===== config.mk =====
export PLATFORM = sky130hd
export DESIGN_NAME = mc_controller
export DESIGN_NICKNAME = d
export VERILOG_FILES = /design/src/rtl/mc_controller_pkg.sv /design/src/rtl/mc_controller_aludec.sv /design/src/rtl/mc_controller.sv
export SDC_FILE = /design/constraint.sdc
export NUM_CORES = 1
export LEC_CHECK = 0
export CAP_MARGIN = 40
export CORE_MARGIN = 1.5
export CORE_UTILIZATION = 46
export DETAILED_ROUTE_END_ITERATION = 8
export PLACE_DENSITY_LB_ADDON = 0.08
export REMOVE_ABC_BUFFERS = 1
export SLEW_MARGIN = 20
export SYNTH_ARGS = -nofsm -noshare
export SYNTH_HDL_FRONTEND = slang
export SYNTH_HIERARCHICAL = 1
export SYNTH_SLANG_ARGS = --single-unit
export TNS_END_PERCENT = 20

===== constraint.sdc =====
create_clock -name clk -period 4.1 [get_ports clk]
set_input_delay 0.615 -clock clk [delete_from_list [all_inputs] [get_ports clk]]
set_output_delay 0.615 -clock clk [all_outputs]
set_load 0.02 [all_outputs]

===== src/rtl/mc_controller_pkg.sv =====
// Shared encodings for the multicycle MIPS controller:
// opcodes, functs, ALU operation codes and FSM states.
package mc_controller_pkg;

  localparam logic [5:0] OP_RTYPE = 6'b000000;
  localparam logic [5:0] OP_LW    = 6'b100011;
  localparam logic [5:0] OP_SW    = 6'b101011;
  localparam logic [5:0] OP_BEQ   = 6'b000100;
  localparam logic [5:0] OP_BNE   = 6'b000101;
  localparam logic [5:0] OP_ADDI  = 6'b001000;
  localparam logic [5:0] OP_J     = 6'b000010;

  localparam logic [5:0] F_ADD = 6'b100000;
  localparam logic [5:0] F_SUB = 6'b100010;
  localparam logic [5:0] F_AND = 6'b100100;
  localparam logic [5:0] F_OR  = 6'b100101;
  localparam logic [5:0] F_SLT = 6'b101010;

  localparam logic [2:0] ALU_ADD = 3'b010;
  localparam logic [2:0] ALU_SUB = 3'b110;
  localparam logic [2:0] ALU_AND = 3'b000;
  localparam logic [2:0] ALU_OR  = 3'b001;
  localparam logic [2:0] ALU_SLT = 3'b111;

  typedef enum logic [3:0] {
    S_FETCH  = 4'd0,
    S_DECODE = 4'd1,
    S_MEMADR = 4'd2,
    S_MEMRD  = 4'd3,
    S_MEMWB  = 4'd4,
    S_MEMWR  = 4'd5,
    S_EXEC   = 4'd6,
    S_ALUWB  = 4'd7,
    S_BRANCH = 4'd8,
    S_ADDIEX = 4'd9,
    S_ADDIWB = 4'd10,
    S_JUMP   = 4'd11
  } state_t;

endpackage


===== src/rtl/mc_controller_aludec.sv =====
// R-type funct decoder: funct -> 3-bit ALU code plus valid flag.
// Ports: funct in, alu (3b) out, funct_valid out.
module mc_controller_aludec
  import mc_controller_pkg::*;
(
  input  logic [5:0] funct,
  output logic [2:0] alu,
  output logic       funct_valid
);

  always_comb begin
    alu         = ALU_ADD;
    funct_valid = 1'b1;
    unique case (funct)
      F_ADD:   alu = ALU_ADD;
      F_SUB:   alu = ALU_SUB;
      F_AND:   alu = ALU_AND;
      F_OR:    alu = ALU_OR;
      F_SLT:   alu = ALU_SLT;
      default: funct_valid = 1'b0;
    endcase
  end

endmodule


===== src/rtl/mc_controller.sv =====
// Multicycle MIPS controller: opcode decode plus Moore FSM with
// memory handshake. Ports: clk, reset (sync, low), op, funct, zero,
// mem_ready in; datapath selects/enables and illegal pulse out.
module mc_controller
  import mc_controller_pkg::*;
#(
  parameter int ALUCTRL_W     = 3,
  parameter bit HAS_BNE       = 1'b1,
  parameter bit HAS_ADDI      = 1'b1,
  parameter bit MEM_HANDSHAKE = 1'b1
) (
  input  logic                 clk,
  input  logic                 reset,
  input  logic [5:0]           op,
  input  logic [5:0]           funct,
  input  logic                 zero,
  input  logic                 mem_ready,
  output logic                 mem_req,
  output logic                 iord,
  output logic                 memwrite,
  output logic                 irwrite,
  output logic                 mdrwrite,
  output logic                 pcen,
  output logic [1:0]           pcsrc,
  output logic                 alusrca,
  output logic [1:0]           alusrcb,
  output logic [ALUCTRL_W-1:0] alucontrol,
  output logic                 regdst,
  output logic                 memtoreg,
  output logic                 regwrite,
  output logic                 illegal
);

  state_t     state;
  state_t     dec_next;
  logic [2:0] fn_alu;
  logic [2:0] alu;
  logic       fn_ok;
  logic       rdy;
  logic       legal;
  logic       is_r, is_lw, is_sw, is_beq;
  logic       is_bne, is_addi, is_j;

  mc_controller_aludec u_aludec (
    .funct       (funct),
    .alu         (fn_alu),
    .funct_valid (fn_ok)
  );

  assign rdy     = MEM_HANDSHAKE ? mem_ready : 1'b1;
  assign is_r    = (op == OP_RTYPE);
  assign is_lw   = (op == OP_LW);
  assign is_sw   = (op == OP_SW);
  assign is_beq  = (op == OP_BEQ);
  assign is_bne  = HAS_BNE && (op == OP_BNE);
  assign is_addi = HAS_ADDI && (op == OP_ADDI);
  assign is_j    = (op == OP_J);

  assign legal = is_lw | is_sw | (is_r & fn_ok)
               | is_beq | is_bne | is_addi | is_j;

  // legal guarantees exactly one class matches
  always_comb begin
    dec_next = S_FETCH;
    if (legal) begin
      unique case (1'b1)
        is_lw | is_sw:   dec_next = S_MEMADR;
        is_r:            dec_next = S_EXEC;
        is_beq | is_bne: dec_next = S_BRANCH;
        is_addi:         dec_next = S_ADDIEX;
        default:         dec_next = S_JUMP;
      endcase
    end
  end

  always_ff @(posedge clk) begin
    if (!reset) begin
      state <= S_FETCH;
    end else begin
      unique case (state)
        S_FETCH:  if (rdy) state <= S_DECODE;
        S_DECODE: state <= dec_next;
        S_MEMADR: state <= is_sw ? S_MEMWR : S_MEMRD;
        S_MEMRD:  if (rdy) state <= S_MEMWB;
        S_MEMWB:  state <= S_FETCH;
        S_MEMWR:  if (rdy) state <= S_FETCH;
        S_EXEC:   state <= S_ALUWB;
        S_ALUWB:  state <= S_FETCH;
        S_BRANCH: state <= S_FETCH;
        S_ADDIEX: state <= S_ADDIWB;
        S_ADDIWB: state <= S_FETCH;
        S_JUMP:   state <= S_FETCH;
        default:  state <= S_FETCH;
      endcase
    end
  end

  // Reset gates everything so outputs drop the same cycle it asserts
  always_comb begin
    mem_req  = 1'b0;
    iord     = 1'b0;
    memwrite = 1'b0;
    irwrite  = 1'b0;
    mdrwrite = 1'b0;
    pcen     = 1'b0;
    pcsrc    = 2'b00;
    alusrca  = 1'b0;
    alusrcb  = 2'b00;
    alu      = 3'b000;
    regdst   = 1'b0;
    memtoreg = 1'b0;
    regwrite = 1'b0;
    illegal  = 1'b0;
    if (reset) begin
      unique case (state)
        S_FETCH: begin
          mem_req = 1'b1;
          alusrcb = 2'b01;
          alu     = ALU_ADD;
          irwrite = rdy;
          pcen    = rdy;
        end
        S_DECODE: begin
          alusrcb = 2'b11;
          alu     = ALU_ADD;
          illegal = ~legal;
        end
        S_MEMADR, S_ADDIEX: begin
          alusrca = 1'b1;
          alusrcb = 2'b10;
          alu     = ALU_ADD;
        end
        S_MEMRD: begin
          mem_req  = 1'b1;
          iord     = 1'b1;
          mdrwrite = rdy;
        end
        S_MEMWB: begin
          regwrite = 1'b1;
          memtoreg = 1'b1;
        end
        S_MEMWR: begin
          mem_req  = 1'b1;
          iord     = 1'b1;
          memwrite = rdy;
        end
        S_EXEC: begin
          alusrca = 1'b1;
          alu     = fn_alu;
        end
        S_ALUWB: begin
          regwrite = 1'b1;
          regdst   = 1'b1;
        end
        S_BRANCH: begin
          alusrca = 1'b1;
          alu     = ALU_SUB;
          pcsrc   = 2'b01;
          pcen    = is_bne ? ~zero : zero;
        end
        S_ADDIWB: regwrite = 1'b1;
        S_JUMP: begin
          pcsrc = 2'b10;
          pcen  = 1'b1;
        end
        default: ;
      endcase
    end
  end

  always_comb begin
    alucontrol      = '0;
    alucontrol[2:0] = alu;
  end

endmodule

---- After elaboration in Yosys (flattened, before gate mapping) ----
Cells that the tools add are included.
storage, ports and cells
  output and inout bits ................... 18
  input bits .............................. 16
  register bits ........................... 4
operators by class
  eq/ne operators ......................... 25
  mux-type cells .......................... 38
  bitwise logic cells ..................... 10
  reduce and logical (&&, ||, !) cells .... 10
operator list
  cell                                                              number
  6-bit == test (second input constant)                             7
  4-bit one-hot mux with 7 select lines                             1
  1-bit 2-to-1 mux                                                  23
  4-bit by 3-bit == test with 1-bit output (second input constant)  4
  4-bit == test (second input constant)                             4
  4-bit 2-to-1 mux                                                  4
  4-bit one-hot mux with 4 select lines                             1
  6-bit by 3-bit == test with 1-bit output (second input constant)  2
  3-bit one-hot mux with 4 select lines                             1
  3-bit one-hot mux with 3 select lines                             1
  4-bit by 2-bit == test with 1-bit output (second input constant)  2
  4-bit OR reduction                                                2
  1-bit OR                                                          7
  6-bit by 2-bit == test with 1-bit output (second input constant)  1
  6-bit by 4-bit == test with 1-bit output (second input constant)  1
  6-bit logical NOT                                                 1
  3-bit 2-to-1 mux                                                  2
  2-bit != test (second input constant)                             3
  2-bit one-hot mux with 3 select lines                             1
  3-bit OR reduction                                                2
  5-bit OR reduction                                                1
  4-bit by 1-bit == test with 1-bit output (second input constant)  1
  4-bit logical NOT                                                 1
  2-bit 2-to-1 mux                                                  2
  6 further kinds                                                   8

---- Depth between registers and ports, before layout ----
Gate-level depths: netlist of the first run.
  depth in word-level cells ............... 12
  mapped depth ............................ 6

---- By module ----
The synthesis of the first run kept the hierarchy.
modules (own cells, without submodules)
  module                seq. area each (um^2)  area an instance (um^2)  cells each  instances
  mc_controller         80.1                   753.2                    110         1
  mc_controller_aludec  0.0                    86.3                     9           1

---- Worst setup path after synthesis of the first run ----
OpenSTA, ideal clock, no wires.
  path kind ............................... input port to output port
  from .................................... input op[1]
  to ...................................... output pcen
  slack ................................... 1.766 ns
  stages .................................. 4
  arrival time ............................ 1.719 ns
  buffers on the path ..................... 0
  cells stage by stage .................... or4b_4 -> nor3b_2 -> xor2_1 -> o2bb2ai_1
between the ends
  word-level cells in the longest chain between the ends .. 4
RTL lines
  what                                      line                  text
  start, declared                           mc_controller.sv:14   input logic [5:0] op,
  6-bit by 3-bit == test with 1-bit output  mc_controller.sv:55   assign is_bne = HAS_BNE && (op == OP_BNE);
  1-bit 2-to-1 mux                          mc_controller.sv:159  pcen = is_bne ? ~zero : zero;
  1-bit one-hot mux with 3 select lines     mc_controller.sv:115  unique case (state)
  1-bit 2-to-1 mux                          mc_controller.sv:114  if (reset) begin
  end, declared                             mc_controller.sv:23   output logic pcen,
No other way between the ends.

---- Worst setup path in the final report of the first run ----
  from .................................... input op[2]
  to ...................................... output pcen
Same word-level chain as after synthesis.

==> run summary, run 1 <==
layout filler cell count = 168
Max Transition Viols Final = 0
Data required, critical path = 3.48 ns
Slew HR = 52.8%
post-synth top area share = 9.54%
share of cells above drive strength 1 = 6.76%
clk_skew = 0.00589 ns
Root Driver = clkbuf_4
Die W = 45.7 µm
Initial Util = 48.6%
commonest cells in the netlist = a21oi_1 (12), nor3_1 (11), nor2_1 (10), nand2_1 (7), nand2b_1 (7)
register bank with the most flops = state
switching share of power = 34.6%
Placed Cells = 170
Rows = 15
clock sinks = 4
Leak Pwr = 0.374 nW
pre-CTS setup slack = 0.626 ns
Worst Slack Setup Final = 0.632 ns
hold buffers post-CTS = 0
post-synth top area cell = dfxtp_1
vias per inst = 6.05
Placed Area = 1130 µm²
critical-path cell list = clkdlybuf4s50_1, or4b_4, nor3b_2, xor2_1, o2bb2ai_1, clkdlybuf4s50_1
crit path kind = input pin to output port
Comb power frac = 45.3%
Die Ht = 45.7 µm
max FFs per register = 4
Tightest Pin Transition = 0.706 ns
Worst path slowest cell = clkdlybuf4s50_1
Ports = 34
Netlist Area Pre-Place = 840 µm²
Switch Pwr = 59.7 µW
Final setup viols = 0
Area contributors post-synth = dfxtp_1 (9.5%), a21oi_1 (7.2%), nor3_1 (6.6%)
RSZ-0062 raised after global routing = no
total power = 173 µW
yosys warns = 6
number of flops mapped to enable cells by yosys = 0
Worst-Skew Late Latency = 0.23 ns
Total GRT Usage = 23.5%
part of the Yosys area used for sequential elements = 9.54%
crit share post-route = 84.6%
vias in the first global route = 898
DRC viols = 0
hold slack = 0.819 ns
largest net degree at the start of global routing = 23
maximum VDD drop = 0.000100 V
outcome = finished, final reports clean
Num CTS Buffers = 3
initial antenna violation count = 0
number of gates resized after CTS = 0
post-synthesis average cell area = 7.06 µm²
Overflow after GRT = 0
Seq pwr share = 27.6%
Placer Congestion = 0.879
dpl hpwl = 1790 µm
internal power = 113 µW
Synth Flop Type = dfxtp_1
Die ar. = 2090 µm²
clk buf depth = 2
Power Density = 150 nW/µm²
CP max FO = 8
P&R area growth vs syn = 37.6%
Vias = 1046
CP arrival = 2.85 ns
synthesized flop and latch total = 4
Critical Path Most Common Cell = clkdlybuf4s50_1
non-filler cells, final = 173
most common cell in the netlist = a21oi_1
setup TNS = 0 ns
fin nets = 166
clock tree from TritonCTS = yes
ant diodes = 0
postcts setup bufs = 0
Critical Path Sink Type = output port
Detailed Routing Iterations Pass 1 = 4
design area = 1150 µm²
Post-Syn Instances = 119
core area = 1730 µm²
biggest regs = state (4)
final core occ = 66.9%
Hold Violations, Final = 0
Fmax = 0.288 GHz
distinct cell type count after synthesis = 44
clk slew on worst S/H paths = 0.04 ns
Synth async-reset ratio = 0%
H-tree depth = 1
min Tclk post-route = 3.47 ns
crit-path max cell delay = 0.62 ns
max-cap violation count = 0
first-pass GRT wire length = 3740 µm
CP startpoint kind = input pin
WL/cell = 13.6 µm
remaining antenna violation count = 0
min-delay worst type = flip-flop to flip-flop
power share of the clock group = 27.1%
initial drt markers = 39
final wirelength = 2360 µm
# port buffers = 33
-- worst max-delay path, delay by kind of cell --
kind,cells,cell delay (ns)
buf+inv,2,1.23
xor+xnor,1,0.15
simple gates,2,0.73
compound gates,1,0.13
-- layout by cell type (no fill, tap or decap), drive strengths merged, types with 2 or more instances in the layout --
cell,count
clkdlybuf4s50,33
a21oi,12
nor3,11
nor2,10
nand2b,8
nand2,7
inv,5
or3,4
nand3,4
dfxtp,4
or4b,4
nor4,3
nand4bb,3
clkbuf,3
o21ai,3
nor3b,3
nand3b,2
nor2b,2
a211oi,2
o211ai,2
xor2,2
o2bb2ai,2
o31ai,2
o22ai,2
o21a,2
or2,2
mux2,2
-- cells by family after synthesis --
| group | synth area share, % |
|---|---|
| xor gates and xnor gates | 2.09 |
| buffers and inverters | 10.4 |
| AOI/OAI and AO/OA | 24.6 |
| muxes | 2.68 |
| and+or+nand+nor | 50.7 |
| DFF | 9.54 |
-- final cells by class --
type	instances	area [µm²]	area share, %
clock buffers	3	22.5	1.95
inverters	5	18.8	1.63
multi-input cells	103	672	58.2
flip-flops and latches	4	80.1	6.93
well taps	25	31.3	2.71
repair buffers	33	330	28.6
-- power by group through the flow --
| stage | Combinational [mW] | Sequential (mW) | Clock (mW) |
|---|---|---|---|
| 6_report | 0.0783 | 0.0476 | 0.0469 |
| 5_1_grt | 0.0849 | 0.0479 | 0.0520 |
| 4_1_cts | 0.0781 | 0.0473 | 0.0483 |
| 3_5_place_dp | 0.0777 | 0.0479 | 0 |
| 3_3_place_gp | 0.0761 | 0.0478 | 0 |
| 2_1_floorplan | 0.0392 | 0.0458 | 0 |
-- path summary, 6_finish.rpt --
kind                            cells past startpoint        to  slack [ns]  startpoint
worst max-delay path                                6      pcen        0.63       op[2]
worst min-delay path                                2  state[3]        0.82    state[0]
worst max register to register                      4  state[3]        2.14    state[0]
worst min register to register                      2  state[3]        0.82    state[0]
-- routing by layer --
| metal | track usage [%] | share of wire (%) | up-vias |
|---|---|---|---|
| li1 | - | - | 514 |
| met1 | 29.6 | 43 | 482 |
| met2 | 41.4 | 52 | 50 |
| met3 | 2.38 | 5.8 | 0 |
| met4 | 7.43 | 0 | 0 |
| met5 | 0 | 0 | - |
No activity file was read; power rests on OpenSTA's default activity.
==> inputs of run 2 (changes only) <==
--- a/config.mk
+++ b/config.mk
@@ -7,7 +7,7 @@
 export LEC_CHECK = 0
 export CAP_MARGIN = 40
 export CORE_MARGIN = 1.5
-export CORE_UTILIZATION = 46
+export CORE_UTILIZATION = 43
 export DETAILED_ROUTE_END_ITERATION = 8
 export PLACE_DENSITY_LB_ADDON = 0.08
 export REMOVE_ABC_BUFFERS = 1
==> constraint.sdc (replaced) <==
create_clock -name clk -period 3.2 [get_ports clk]
set_input_delay 0.48 -clock clk [delete_from_list [all_inputs] [get_ports clk]]
set_output_delay 0.48 -clock clk [all_outputs]
set_load 0.02 [all_outputs]
==> run 2 against run 1 <==
  * Combinational power rose by 43%
  * Sequential share of layout area fell by 0.30 points
  * Clock-buffer cell count did not move
  * Hold slack got worse by 0.11 ns
  * Critical path type unchanged
==> run summary, run 2 (synthesis results as in run 1) <==
outcome = finished, final reports clean (unchanged)
H-tree depth = 1 (unchanged)
Root Driver = clkbuf_4 (unchanged)
Crit. path cell count = 6 (unchanged)
clk buf depth = 2 (unchanged)
RSZ-0062 raised after global routing = no (unchanged)
max FFs per register = 4 (unchanged)
Tightest Pin Transition = 0.674 ns (was 0.706 ns)
Hold Violations, Final = 0 (unchanged)
CP arrival = 2.56 ns (was 2.85 ns)
delay-heaviest family, CP = buffers and inverters (unchanged)
largest net degree at the start of global routing = 23 (unchanged)
# port buffers = 33 (unchanged)
biggest regs = state (4) (unchanged)
initial drt markers = 32 (was 39)
Worst Slack Setup Final = 0.160 ns (was 0.632 ns)
Worst-Skew Late Latency = 0.24 ns (was 0.23 ns)
max-cap violation count = 0 (unchanged)
Initial Util = 47.1% (was 48.6%)
CP max FO = 3 (was 8)
min Tclk post-route = 3.04 ns
Critical Path Sink Type = output port (unchanged)
Die W = 47.2 µm (was 45.7 µm)
Worst path slowest cell = clkdlybuf4s50_1 (unchanged)
register bank with the most flops = state (unchanged)
Total GRT Usage = 23.7% (was 23.5%)
hold buffers post-CTS = 0 (unchanged)
Slew HR = 55.0% (was 52.8%)
Final setup viols = 0 (unchanged)
Fmax = 0.329 GHz
pre-CTS setup slack = 0.131 ns (was 0.626 ns)
share of cells above drive strength 1 = 11.0% (was 6.76%)
DRC viols = 0 (unchanged)
fin nets = 173 (was 166)
WL/cell = 13.0 µm (was 13.6 µm)
Placer Congestion = 0.900 (was 0.879)
min-delay worst type = flip-flop to flip-flop (unchanged)
Die ar. = 2230 µm² (was 2090 µm²)
postcts setup bufs = 0 (unchanged)
depth of the most critical reg-to-reg path = 4 (unchanged)
Data required, critical path = 2.72 ns (was 3.48 ns)
Buf/Inv on CP = 2 (unchanged)
crit-path max cell delay = 0.62 ns (about the same)
P&R area growth vs syn = 43.8% (was 37.6%)
hold slack = 0.704 ns (was 0.819 ns)
number of gates resized after CTS = 0 (unchanged)
ant diodes = 0 (unchanged)
Overflow after GRT = 0 (unchanged)
clk slew on worst S/H paths = 0.04 ns (about the same)
design area = 1210 µm² (was 1150 µm²)
maximum VDD drop = 0.000163 V (was 0.000100 V)
Placed Area = 1180 µm² (was 1130 µm²)
Max Transition Viols Final = 0 (unchanged)
initial antenna violation count = 0 (unchanged)
vias in the first global route = 899 (was 898)
most common cell after layout, fill and taps aside = clkdlybuf4s50_1 (unchanged)
Detailed Routing Iterations Pass 1 = 4 (unchanged)
Critical Path Most Common Cell = clkdlybuf4s50_1 (unchanged)
first-pass GRT wire length = 3900 µm (was 3740 µm)
dpl hpwl = 1820 µm (was 1790 µm)
final wirelength = 2340 µm (was 2360 µm)
core area = 1780 µm² (was 1730 µm²)
remaining antenna violation count = 0 (unchanged)
Num CTS Buffers = 3 (unchanged)
Leak Pwr = 0.408 nW (was 0.374 nW)
crit share post-route = 95.0%
clock sinks = 4 (unchanged)
clk_skew = 0.00268 ns (was 0.00589 ns)
commonest cells after routing, fill and taps aside = clkdlybuf4s50_1 (33), a21oi_1 (12), nor3_1 (11) (unchanged)
WHS Path Cells = 3 (was 2)
Vias = 1044 (was 1046)
CP startpoint kind = input pin (unchanged)
clock tree from TritonCTS = yes (unchanged)
crit path kind = input pin to output port (unchanged)
vias per inst = 5.80 (was 6.05)
Rows = 15 (unchanged)
Power Density = 191 nW/µm² (was 150 nW/µm²)
layout filler cell count = 173 (was 168)
total power = 231 µW (was 173 µW)
Ports = 34 (unchanged)
Die Ht = 47.2 µm (was 45.7 µm)
setup TNS = 0 ns (unchanged)
critical-path cell list = clkdlybuf4s50_1, or4b_4, nor3b_2, xor2_1, o2bb2ai_1, clkdlybuf4s50_1 (unchanged)
-- run 2: metal layers --
metal  global-route usage (%)  wire, µm
met1                     32.7      1030
met2                     39.2      1180
met3                     4.62       131
met4                     2.78         0
met5                        0         0
-- run 2: cell type report --
type	count	area (µm²)	area share (%)
inverters	5	18.8	1.55
clock buffers	3	22.5	1.87
multi-input cells	103	672	55.6
repair buffers	40	383	31.7
flip-flops and latches	4	80.1	6.63
well taps	25	31.3	2.59
-- run 2: stage by stage --
step	util, %	std cells
after detailed placement	66.5	177
after global routing	67.7	180
after floorplan	-	112
final	67.7	180
after global placement	66.5	177
after CTS	67.7	180
-- run 2: worst register-to-register path, delay by kind of cell (launching register included) --
| kind | cells | cell delay, ns |
|---|---|---|
| and+or+nand+nor | 1 | 0.64 |
| AOI/OAI and AO/OA | 3 | 0.52 |
| DFF | 1 | 0.51 |
-- run 2: final timing paths --
| check | from | end | slack [ns] |
|---|---|---|---|
| setup / recovery | op[1] | pcen | 0.16 |
| hold / removal | state[0] | state[3] | 0.70 |
| setup reg to reg | state[1] | state[0] | 1.46 |
| hold reg to reg | state[0] | state[3] | 0.70 |
-- run 2: where the power goes --
group	switching, mW	total, mW	internal (mW)
registers	0.00368	0.0556	0.0519
logic	0.0549	0.112	0.0573
clock network	0.0210	0.0630	0.0420
total	0.0796	0.231	0.151
==> inputs of run 3 (changes only) <==
--- a/config.mk
+++ b/config.mk
@@ -11,6 +11,7 @@
 export DETAILED_ROUTE_END_ITERATION = 8
 export PLACE_DENSITY_LB_ADDON = 0.08
 export REMOVE_ABC_BUFFERS = 1
+export SETUP_SLACK_MARGIN = 0.3
 export SLEW_MARGIN = 20
 export SYNTH_ARGS = -nofsm -noshare
 export SYNTH_HDL_FRONTEND = slang
==> run 3 against run 2 <==
  * Final area increased by 0.10%
  * Clock-buffer cell count is the same
  * Clock skew stayed put
  * Global-route usage is the same
  * Register-to-register slack about the same
  * Critical path type unchanged
  * Combinational power about the same
  * Wire length rose by 0.17%
  * Utilization is 0.070 points higher
==> run summary, run 3 (synthesis results as in run 1) <==
depth of the most critical reg-to-reg path = 4 (unchanged)
Initial Util = 47.1% (unchanged)
final wirelength = 2340 µm (about the same)
Tightest Pin Transition = 0.674 ns (unchanged)
Hold Violations, Final = 0 (unchanged)
internal power = 150 µW (was 151 µW)
crit share post-route = 89.4% (was 95.0%)
min Tclk post-route = 2.86 ns (was 3.04 ns)
CP arrival = 2.38 ns (was 2.56 ns)
final core occ = 67.8% (was 67.7%)
clock tree from TritonCTS = yes (unchanged)
Num CTS Buffers = 3 (unchanged)
R2R setup slack = 1.46 ns (about the same)
core area = 1780 µm² (unchanged)
initial antenna violation count = 0 (unchanged)
dpl hpwl = 1820 µm (unchanged)
hold slack = 0.704 ns (unchanged)
vias in the first global route = 899 (unchanged)
critical-path cell list = clkdlybuf4s50_1, buf_4, nor4b_1, nand3_1, a211oi_1, clkdlybuf4s50_1 (was clkdlybuf4s50_1, or4b_4, nor3b_2, xor2_1, o2bb2ai_1, clkdlybuf4s50_1)
Worst path slowest cell = clkdlybuf4s50_1 (unchanged)
Slew HR = 55.0% (unchanged)
maximum VDD drop = 0.000163 V (about the same)
outcome = finished, final reports clean (unchanged)
register bank with the most flops = state (unchanged)
worst setup path endpoint = alucontrol[2] (was pcen)
CP startpoint kind = input pin (unchanged)
ant diodes = 0 (unchanged)
Power Density = 190 nW/µm² (was 191 nW/µm²)
Max Transition Viols Final = 0 (unchanged)
H-tree depth = 1 (unchanged)
initial drt markers = 32 (unchanged)
Final setup viols = 0 (unchanged)
max FFs per register = 4 (unchanged)
Buf/Inv on CP = 3 (was 2)
Detailed Routing Iterations Pass 1 = 4 (unchanged)
RSZ-0062 raised after global routing = yes (was no)
delay-heaviest family, CP = buffers and inverters (unchanged)
Leak Pwr = 0.429 nW (was 0.408 nW)
Ports = 34 (unchanged)
Total GRT Usage = 23.7% (unchanged)
setup TNS = 0 ns (unchanged)
Placed Area = 1180 µm² (unchanged)
Critical Path Most Common Cell = clkdlybuf4s50_1 (unchanged)
commonest cells after routing, fill and taps aside = clkdlybuf4s50_1 (31), a21oi_1 (12), nor3_1 (11) (was clkdlybuf4s50_1 (33), a21oi_1 (12), nor3_1 (11))
Die W = 47.2 µm (unchanged)
# port buffers = 33 (unchanged)
Multi-input gate area = 672 µm² (unchanged)
WL/cell = 13.0 µm (about the same)
Worst-Skew Late Latency = 0.24 ns (about the same)
Comb power frac = 48.4% (was 48.6%)
power share of the clock group = 27.4% (was 27.3%)
Critical Path Sink Type = output port (unchanged)
Placer Congestion = 0.900 (unchanged)
Crit. path cell count = 6 (unchanged)
remaining antenna violation count = 0 (unchanged)
fin nets = 173 (unchanged)
clock sinks = 4 (unchanged)
crit path kind = input pin to output port (unchanged)
DRC viols = 0 (unchanged)
Data required, critical path = 2.72 ns (about the same)
Worst R2R Start = state[1] (unchanged)
largest net degree at the start of global routing = 23 (unchanged)
Die ar. = 2230 µm² (unchanged)
crit-path max cell delay = 0.64 ns (was 0.62 ns)
Worst R2R End = state[0] (unchanged)
most common cell after layout, fill and taps aside = clkdlybuf4s50_1 (unchanged)
share of cells above drive strength 1 = 11.0% (unchanged)
vias per inst = 5.80 (unchanged)
Setup crit start = funct[1] (was op[1])
switching share of power = 34.6% (was 34.5%)
max-cap violation count = 0 (unchanged)
min-delay worst type = flip-flop to flip-flop (unchanged)
layout filler cell count = 173 (unchanged)
clk_skew = 0.00268 ns (unchanged)
Switch Pwr = 79.5 µW (was 79.6 µW)
Seq pwr share = 24.2% (was 24.1%)
design area = 1210 µm² (about the same)
Root Driver = clkbuf_4 (unchanged)
clk slew on worst S/H paths = 0.04 ns (about the same)
FF+latch area = 80.1 µm² (unchanged)
CP max FO = 4 (was 3)
Rows = 15 (unchanged)
clk buf depth = 2 (unchanged)
Fmax = 0.349 GHz (was 0.329 GHz)
Die Ht = 47.2 µm (unchanged)
P&R area growth vs syn = 44.0% (was 43.8%)
biggest regs = state (4) (unchanged)
Vias = 1044 (unchanged)
Overflow after GRT = 0 (unchanged)
first-pass GRT wire length = 3900 µm (unchanged)
-- run 3: cell count changes in the layout (fill, tap and decap cells not counted) --
cell / before / now
dlymetal6s2s_1: 0 / 1
dlygate4sd2_1: 0 / 1
clkdlybuf4s50_1: 33 / 31
-- run 3: how the worst min path moves through the flow --
stage             start       end  slack (ns)  depth (start not counted)
6_report       state[0]  state[3]        0.70                          3
3_3_place_gp   state[0]  state[3]        0.69                          3
3_5_place_dp   state[0]  state[3]        0.70                          3
4_1_cts        state[0]  state[3]        0.71                          3
5_1_grt        state[0]  state[3]        0.75                          3
2_1_floorplan     reset  state[1]        0.60                          1
-- run 3: through the flow --
step,setup WS [ns],total power [mW],cells
after floorplan,1.07,0.109,112
after global placement,0.153,0.166,177
after global routing,0.227,0.249,180
after detailed placement,0.131,0.168,177
after CTS,0.163,0.234,180
final,0.339,0.230,180
-- run 3: area by class of cell --
class / count / area share [%]
multi-input cells: 103 / 55.6
well taps: 25 / 2.59
repair buffers: 40 / 31.8
flip-flops and latches: 4 / 6.63
inverters: 5 / 1.55
clock buffers: 3 / 1.86
-- run 3: repair_timing --
item | in CTS | in global routing
setup endpoints to repair | 2 | 2
hold buffers | 0 | 0
resized for setup | 1 | 1
setup buffers | 0 | 0
-- run 3: tightest hold or removal path: cells and delay by family, from the launching register on --
family	cells	cell delay [ns]
simple gates	1	0.09
compound gates	1	0.06
buf+inv	1	0.19
flops	1	0.30
-- run 3: layer usage --
layer | global-route usage (%) | routed length, µm | up-vias
li1 | - | - | 532
met1 | 32.7 | 1040 | 467
met2 | 39.2 | 1180 | 45
met3 | 4.62 | 131 | 0
met4 | 2.78 | 0 | 0
met5 | 0 | 0 | -
-- run 3: power groups by stage --
| stage | Sequential [mW] | Clock [mW] | Combinational, mW |
|---|---|---|---|
| finish | 0.0556 | 0.0630 | 0.111 |
| floorplan | 0.0587 | 0 | 0.0502 |
| detailed placement | 0.0562 | 0 | 0.112 |
| global placement | 0.0561 | 0 | 0.110 |
| CTS | 0.0555 | 0.0669 | 0.111 |
| global route | 0.0560 | 0.0724 | 0.121 |
